<file path="src/rtl/tug_match_ctrl_pkg.sv">
// Shared types for the tug-of-war match controller: FSM states and winner codes.
package tug_pkg;

    typedef enum logic [1:0] {
        PLAY       = 2'd0,
        WIN        = 2'd1,
        MATCH_OVER = 2'd2
    } tug_state_e;

    typedef logic [1:0] tug_winner_t;

    localparam tug_winner_t WIN_NONE  = 2'b00;
    localparam tug_winner_t WIN_LEFT  = 2'b01;
    localparam tug_winner_t WIN_RIGHT = 2'b10;

endpackage

</file>
<file path="src/rtl/tug_match_ctrl_if.sv">
// Player-input / display-output bundle of the match controller.
// The master side drives the press and new_round pulses; the slave side is the controller.
interface tug_match_ctrl_if
    import tug_pkg::*;
#(
    parameter int N_LEDS  = 9,
    parameter int SCORE_W = 3
);
    logic                l_press;
    logic                r_press;
    logic                new_round;
    logic [N_LEDS-1:0]   leds;
    logic [SCORE_W-1:0]  l_score;
    logic [SCORE_W-1:0]  r_score;
    tug_winner_t         winner;
    logic                match_over;

    modport master (
        output l_press, r_press, new_round,
        input  leds, l_score, r_score, winner, match_over
    );

    modport slave (
        input  l_press, r_press, new_round,
        output leds, l_score, r_score, winner, match_over
    );
endinterface

</file>
<file path="src/rtl/tug_match_ctrl_sat_counter.sv">
// Up-counter that sticks at all-ones; one instance keeps each player's score.
module sat_counter #(
    parameter int WIDTH = 3
) (
    input  logic             clk,
    input  logic             reset,
    input  logic             inc,
    output logic [WIDTH-1:0] count
);
    logic [WIDTH-1:0] count_q;

    always_ff @(posedge clk or posedge reset) begin
        if (reset) begin
            count_q <= '0;
        end else if (inc && (count_q != {WIDTH{1'b1}})) begin
            count_q <= count_q + 1'b1;
        end
    end

    assign count = count_q;
endmodule

</file>
<file path="src/rtl/tug_match_ctrl.sv">
// Tug-of-war match controller: moves a one-hot rope light, detects round wins at
// either edge, keeps saturating scores and latches match-over at the maximum score.
module tug_match_ctrl
    import tug_pkg::*;
#(
    parameter int N_LEDS  = 9,
    parameter int SCORE_W = 3
) (
    input  logic                clk,
    input  logic                reset,
    tug_match_ctrl_if.slave     bus
);
    localparam int                  POS_W       = $clog2(N_LEDS);
    localparam logic [POS_W-1:0]    POS_LEFT    = POS_W'(N_LEDS - 1);
    localparam logic [POS_W-1:0]    POS_CENTRE  = POS_W'((N_LEDS - 1) / 2);
    localparam logic [N_LEDS-1:0]   LEDS_CENTRE = N_LEDS'(1) << ((N_LEDS - 1) / 2);
    // A round win from this score reaches the maximum and ends the match.
    localparam logic [SCORE_W-1:0]  MATCH_POINT = SCORE_W'((2 ** SCORE_W) - 2);

    tug_state_e          state_q;
    logic [POS_W-1:0]    pos_q;
    logic [N_LEDS-1:0]   leds_q;
    tug_winner_t         winner_q;
    logic                match_over_q;

    logic [SCORE_W-1:0]  l_score;
    logic [SCORE_W-1:0]  r_score;
    logic                take_presses;
    logic                l_only;
    logic                r_only;
    logic                l_inc;
    logic                r_inc;

    assign take_presses = (state_q == PLAY) && !bus.new_round;
    assign l_only       = bus.l_press && !bus.r_press;
    assign r_only       = bus.r_press && !bus.l_press;
    assign l_inc        = take_presses && l_only && (pos_q == POS_LEFT);
    assign r_inc        = take_presses && r_only && (pos_q == '0);

    sat_counter #(.WIDTH(SCORE_W)) u_l_score (
        .clk   (clk),
        .reset (reset),
        .inc   (l_inc),
        .count (l_score)
    );

    sat_counter #(.WIDTH(SCORE_W)) u_r_score (
        .clk   (clk),
        .reset (reset),
        .inc   (r_inc),
        .count (r_score)
    );

    // leds_q shifts in lockstep with pos_q so the light stays one-hot without a decoder.
    always_ff @(posedge clk or posedge reset) begin
        if (reset) begin
            state_q      <= PLAY;
            pos_q        <= POS_CENTRE;
            leds_q       <= LEDS_CENTRE;
            winner_q     <= WIN_NONE;
            match_over_q <= 1'b0;
        end else begin
            case (state_q)
                PLAY: begin
                    if (bus.new_round) begin
                        pos_q  <= POS_CENTRE;
                        leds_q <= LEDS_CENTRE;
                    end else if (l_inc) begin
                        winner_q <= WIN_LEFT;
                        if (l_score == MATCH_POINT) begin
                            state_q      <= MATCH_OVER;
                            match_over_q <= 1'b1;
                        end else begin
                            state_q <= WIN;
                        end
                    end else if (r_inc) begin
                        winner_q <= WIN_RIGHT;
                        if (r_score == MATCH_POINT) begin
                            state_q      <= MATCH_OVER;
                            match_over_q <= 1'b1;
                        end else begin
                            state_q <= WIN;
                        end
                    end else if (l_only) begin
                        pos_q  <= pos_q + 1'b1;
                        leds_q <= leds_q << 1;
                    end else if (r_only) begin
                        pos_q  <= pos_q - 1'b1;
                        leds_q <= leds_q >> 1;
                    end
                end
                WIN: begin
                    if (bus.new_round) begin
                        state_q  <= PLAY;
                        pos_q    <= POS_CENTRE;
                        leds_q   <= LEDS_CENTRE;
                        winner_q <= WIN_NONE;
                    end
                end
                MATCH_OVER: begin
                end
                default: begin
                    state_q <= PLAY;
                end
            endcase
        end
    end

    assign bus.leds       = leds_q;
    assign bus.l_score    = l_score;
    assign bus.r_score    = r_score;
    assign bus.winner     = winner_q;
    assign bus.match_over = match_over_q;
endmodule

</file>
<file path="src/flat_wrapper.sv">
// flat-port wrapper written by rule: the top's interface ports become plain ports
module tug_match_ctrl_flat import tug_pkg::*;
#(
    parameter int N_LEDS  = 9,
    parameter int SCORE_W = 3
)
  (clk, reset, bus_l_press, bus_r_press, bus_new_round, bus_leds, bus_l_score, bus_r_score, bus_winner, bus_match_over);
  tug_match_ctrl_if #(.N_LEDS(N_LEDS), .SCORE_W(SCORE_W)) bus_i ();
  input  logic clk;
  input  logic reset;
  input wire logic [$bits(bus_i.l_press)-1:0] bus_l_press;
  input wire logic [$bits(bus_i.r_press)-1:0] bus_r_press;
  input wire logic [$bits(bus_i.new_round)-1:0] bus_new_round;
  output wire logic [$bits(bus_i.leds)-1:0] bus_leds;
  output wire logic [$bits(bus_i.l_score)-1:0] bus_l_score;
  output wire logic [$bits(bus_i.r_score)-1:0] bus_r_score;
  output wire logic [$bits(bus_i.winner)-1:0] bus_winner;
  output wire logic [$bits(bus_i.match_over)-1:0] bus_match_over;
  assign bus_i.l_press = bus_l_press;
  assign bus_i.r_press = bus_r_press;
  assign bus_i.new_round = bus_new_round;
  assign bus_leds = bus_i.leds;
  assign bus_l_score = bus_i.l_score;
  assign bus_r_score = bus_i.r_score;
  assign bus_winner = bus_i.winner;
  assign bus_match_over = bus_i.match_over;
  tug_match_ctrl #(.N_LEDS(N_LEDS), .SCORE_W(SCORE_W)) u_core (.clk(clk), .reset(reset), .bus(bus_i));
endmodule
</file>
<file path="config.mk">
export PLATFORM = sky130hd
export DESIGN_NAME = tug_match_ctrl_flat
export DESIGN_NICKNAME = d
export VERILOG_FILES = /design/src/rtl/tug_match_ctrl_pkg.sv /design/src/rtl/tug_match_ctrl_if.sv /design/src/rtl/tug_match_ctrl_sat_counter.sv /design/src/rtl/tug_match_ctrl.sv /design/src/flat_wrapper.sv
export SDC_FILE = /design/constraint.sdc
export NUM_CORES = 1
export LEC_CHECK = 0
export BUFFER_PORTS_ARGS = -buffer_cell sky130_fd_sc_hd__buf_2
export CAP_MARGIN = 20
export CELL_PAD_IN_SITES_DETAIL_PLACEMENT = 0
export CELL_PAD_IN_SITES_GLOBAL_PLACEMENT = 1
export CORE_UTILIZATION = 40
export DETAILED_ROUTE_END_ITERATION = 12
export GPL_TIMING_DRIVEN = 0
export MAX_ROUTING_LAYER = met4
export PLACE_DENSITY_LB_ADDON = 0.1
export SYNTH_ARGS = -nofsm -noshare
export SYNTH_HDL_FRONTEND = slang
export SYNTH_SLANG_ARGS = --single-unit
</file>
<file path="constraint.sdc">
create_clock -name clk -period 5.2 [get_ports clk]
set_clock_uncertainty 0.1 [all_clocks]
set_input_delay 0.52 -clock clk [delete_from_list [all_inputs] [get_ports clk]]
set_output_delay 0.52 -clock clk [all_outputs]
set_load 0.01 [all_outputs]
</file>
==> summary by stage <==
Critical path
In this run the worst path has a maximum fanout of 10. The depth of the worst register-to-register path is 6. In this run the critical register-to-register path is captured at u_core.bus.leds[5]. The data arrival time of the critical path is 2240 ps. The critical path is of the in -> reg type. The critical path ends at u_core.bus.leds[5]. The worst setup path is launched from a primary input. The startpoint identified for the worst register-to-register timing path is u_core.pos_q[2].

The critical path endpoint category is a register. For the worst setup path, the data required time is about 5300 ps. The first element of the critical path is bus_r_press. The worst register-to-register path has a setup slack of ~3200 ps.

Cells and area
The final standard cell area without fillers is about 1500 sq um. The final cell count without fillers is 209. After the last flow step, the layout net total stands at 182. The post-route netlist has between 20% and 30% of its cells at a drive strength greater than 1. The fraction of the core area covered by cells at the end of the flow is approximately 50%. From synthesis to final layout, the design area changed by 15.12%. The antenna diode count is 0.

Drt
The final routed wirelength across all metal layers is between 2000 and 3000 um. The detail route stage leaves a number of antenna-violating nets equal to 0. Across all layers, the routed design uses about 1.1k vias. The number of optimization iterations in the first detailed-route pass is 4. The first routing iteration left 48 violations. The via density per instance is 5.033. For this run, design rule violations remaining after detail routing come to 0. Dividing the detail-routed wire length by the instance count gives ~13 um.

Synthesis
The primary flip-flop cell chosen by synthesis mapping is dfrtp_1. The count of flip-flops with a built-in enable after synthesis is 0. The count of warnings emitted by yosys is 0. When the netlist entered floorplanning its net count stood at ~160. The count of state elements after synthesis is 24. Summing every instance area after synthesis gives between 1000 and 1500 sq um. The synthesized design spends more area on one cell type than any other, namely dfrtp_1. In the synthesized netlist the async set-or-reset flop fraction comes to between 90% and 100%. Sorting the synthesized cells by area gives the leading types as dfrtp_1 (41%), ha_1 (10%), nand2_1 (6.2%). The top-area cell type share of the netlist area is roughly two fifths. Each instance of the synthesized netlist takes up on average between 9 and 10 sq um. Summing the sequential cell areas from Yosys gives between 40% and 50% of the chip area.

Synthesis handed over a netlist of ~140 instances. The number of different library cells in the post-synthesis netlist is 30.

Clocking
TritonCTS built the clock tree. The clock passes through at most 2 buffers. Post-CTS timing repair inserted 0 buffers for setup. The cell chosen for the clock root is clkbuf_4. The hold buffer count at CTS is 0. The clock input transition at the sequential cells of the worst setup and hold paths is around 140 ps. Counting every sink on the clock net gives 24. The number of gates resized after CTS was 0. Clock latency on the worst-skew pair, taken at its later pin, is 320 ps. Counting the buffers created by CTS gives 3. The number of H-tree levels is 1.

Timing
The share of the clock period used by the worst path is around two fifths. Summed over all failing endpoints, the final setup total negative slack is 0 ps. The final hold violation count is 0.

At the pin with the least slew margin, the transition time is 921.1 ps. The number of slew-limit violations in the final report is 0. The setup-violating endpoint count in the final report is 0. Headroom to the max-slew limit came out at 38.52%. Setup repair after global routing left no endpoint under its margin. Derived from the worst setup path, the maximum achievable clock frequency is 473.3 MHz. The time the final worst path needs with I/O delays and setup is about 2100 ps.

Run status
The flow ran to the end, and the final reports show no timing, DRC or antenna violations.

Global routing
Global routing used 29.21% of the available met2 tracks. The first global-routing pass estimated 4816 um of wire. Global routing consumed, on the met1 layer, between 20% and 30% of the routing resources. The initial antenna violation count is 0.

The via count of the first global-routing pass is about 1.0k. The global routing met3 resource utilization is 5.195%. Entering global routing, the biggest net connects 25 pins. In this run the most used layer during global routing was met2. Summed over all layers, the global routing overflow is 0. Across every metal layer, demand over resource in global routing totals a little under a fifth.

Die
The width of the die is roughly 60 um. The floorplan has 20 rows. The effective utilization at floorplan is ~43%. The floorplan step defined a die boundary enclosing around 3600 sq um. The number of I/O pins is 23. In this run the vertical extent of the chip is around 60 um. The area of the placeable core is 3103 sq um.

Power
The leakage power of the design is 0.0007754 uW. The worst voltage drop across the vdd grid is about 0.10 mV. Power comes to between 300 and 400 uW. The total power per unit cell area is roughly 220 nW/um^2.

Place
Buffers placed on the I/O ports in this run total 22. The detailed placer's ending HPWL is ~2000 um. The number of instances in the placed design is about 200.

The last weighted congestion value of the routability-driven placer is roughly 0.8. The area of placed instances is 1498 sq um.

Job
The max-capacitance violation count is 0.

Worst hold path
The classification of the worst-slack hold path is in -> async.
-- routing by layer --
metal	share of wire, %	up-vias	wire length, um
li1	-	533	-
met5	0	-	0
met4	0	0	0
met1	47	501	1292
met2	48	18	1317
met3	4.4	0	120
-- cells in the final DEF, fill, tap and decap left out, types with 3 or more instances in the layout --
cell / count
a21o_1: 3
a21oi_1: 9
a31oi_1: 3
buf_2: 23
clkbuf_1: 3
clkbuf_4: 3
dfrtp_1: 22
ha_1: 11
inv_1: 10
mux2i_1: 7
nand2_1: 22
nand3_1: 3
nor2_1: 7
o21ai_0: 9
o31ai_1: 6
xnor2_1: 4
-- Yosys cell counts, drive strengths merged (2+ instances only) --
master / count
clkbuf: 3
o21ai: 9
xnor2: 4
dfrtp: 22
buf: 3
inv: 10
mux2i: 7
nand2: 22
nand3: 3
a21oi: 9
mux2: 2
a21o: 3
o31ai: 6
nand2b: 2
a31oi: 3
dfstp: 2
ha: 11
or3: 2
nor2: 7
-- power breakdown --
group	internal, uW	total (uW)	switching, uW
Combinational	15.0	36.9	21.9
Sequential	192	197	4.81
Clock	42.8	100	57.3
Total	250	334	84.0
-- area by class of cell --
type / instances / area (sq um)
Buffer: 6 / 31.28
Clock buffer: 4 / 36.28
Fill cell: 326 / 1569
Inverter: 10 / 37.54
Multi-Input combinational cell: 99 / 660.6
Sequential cell: 24 / 603.1
Tap cell: 44 / 55.05
Timing Repair Buffer: 22 / 110.1
-- critical path, cell delays in order --
cell and delay (ps):
buf_2 90, inv_1 50, ha_1 180, buf_2 190, nand2_1 150, nand2_1 60, a211o_1 300, buf_6 140
clkbuf_1 230, o31ai_1 330
-- state kept, by name, indices dropped and copies added, names as in the netlist --
name,cells
u_core.bus.leds,9
u_core.pos_q,4
u_core.u_l_score.count,3
u_core.u_r_score.count,3
u_core.bus.winner,2
u_core.state_q,2
u_core.bus.match_over,1
-- how the worst min path moves through the flow --
stage	start	to	slack (ps)	cells past startpoint
after floorplan	u_core.state_q[1]	u_core.state_q[0]	340	1
after global placement	u_core.bus.match_over	u_core.bus.match_over	350	1
after detailed placement	u_core.bus.match_over	u_core.bus.match_over	350	1
after CTS	reset	u_core.bus.leds[8]	310	2
after global routing	reset	u_core.pos_q[1]	360	2
final	reset	u_core.bus.leds[3]	270	2
-- metrics by stage --
| stage | worst slack, ps | hold slack (ps) |
|---|---|---|
| 2_1_floorplan | 2991 | 343.3 |
| 3_3_place_gp | 2773 | 345.9 |
| 3_5_place_dp | 2727 | 353.3 |
| 4_1_cts | 3073 | 310.5 |
| 5_1_grt | 2961 | 364.9 |
| 6_report | 3087 | 274.4 |
-- kinds of logic after synthesis --
| kind of cell | synth area share, % |
|---|---|
| flops | 45.26 |
| simple gates | 13.99 |
| fa+ha+maj | 10.33 |
| mux | 6.948 |
| compound gates | 15.68 |
| buf+inv | 5.164 |
| xor+xnor | 2.629 |
Note: power is estimated with default switching activity, not from simulation.
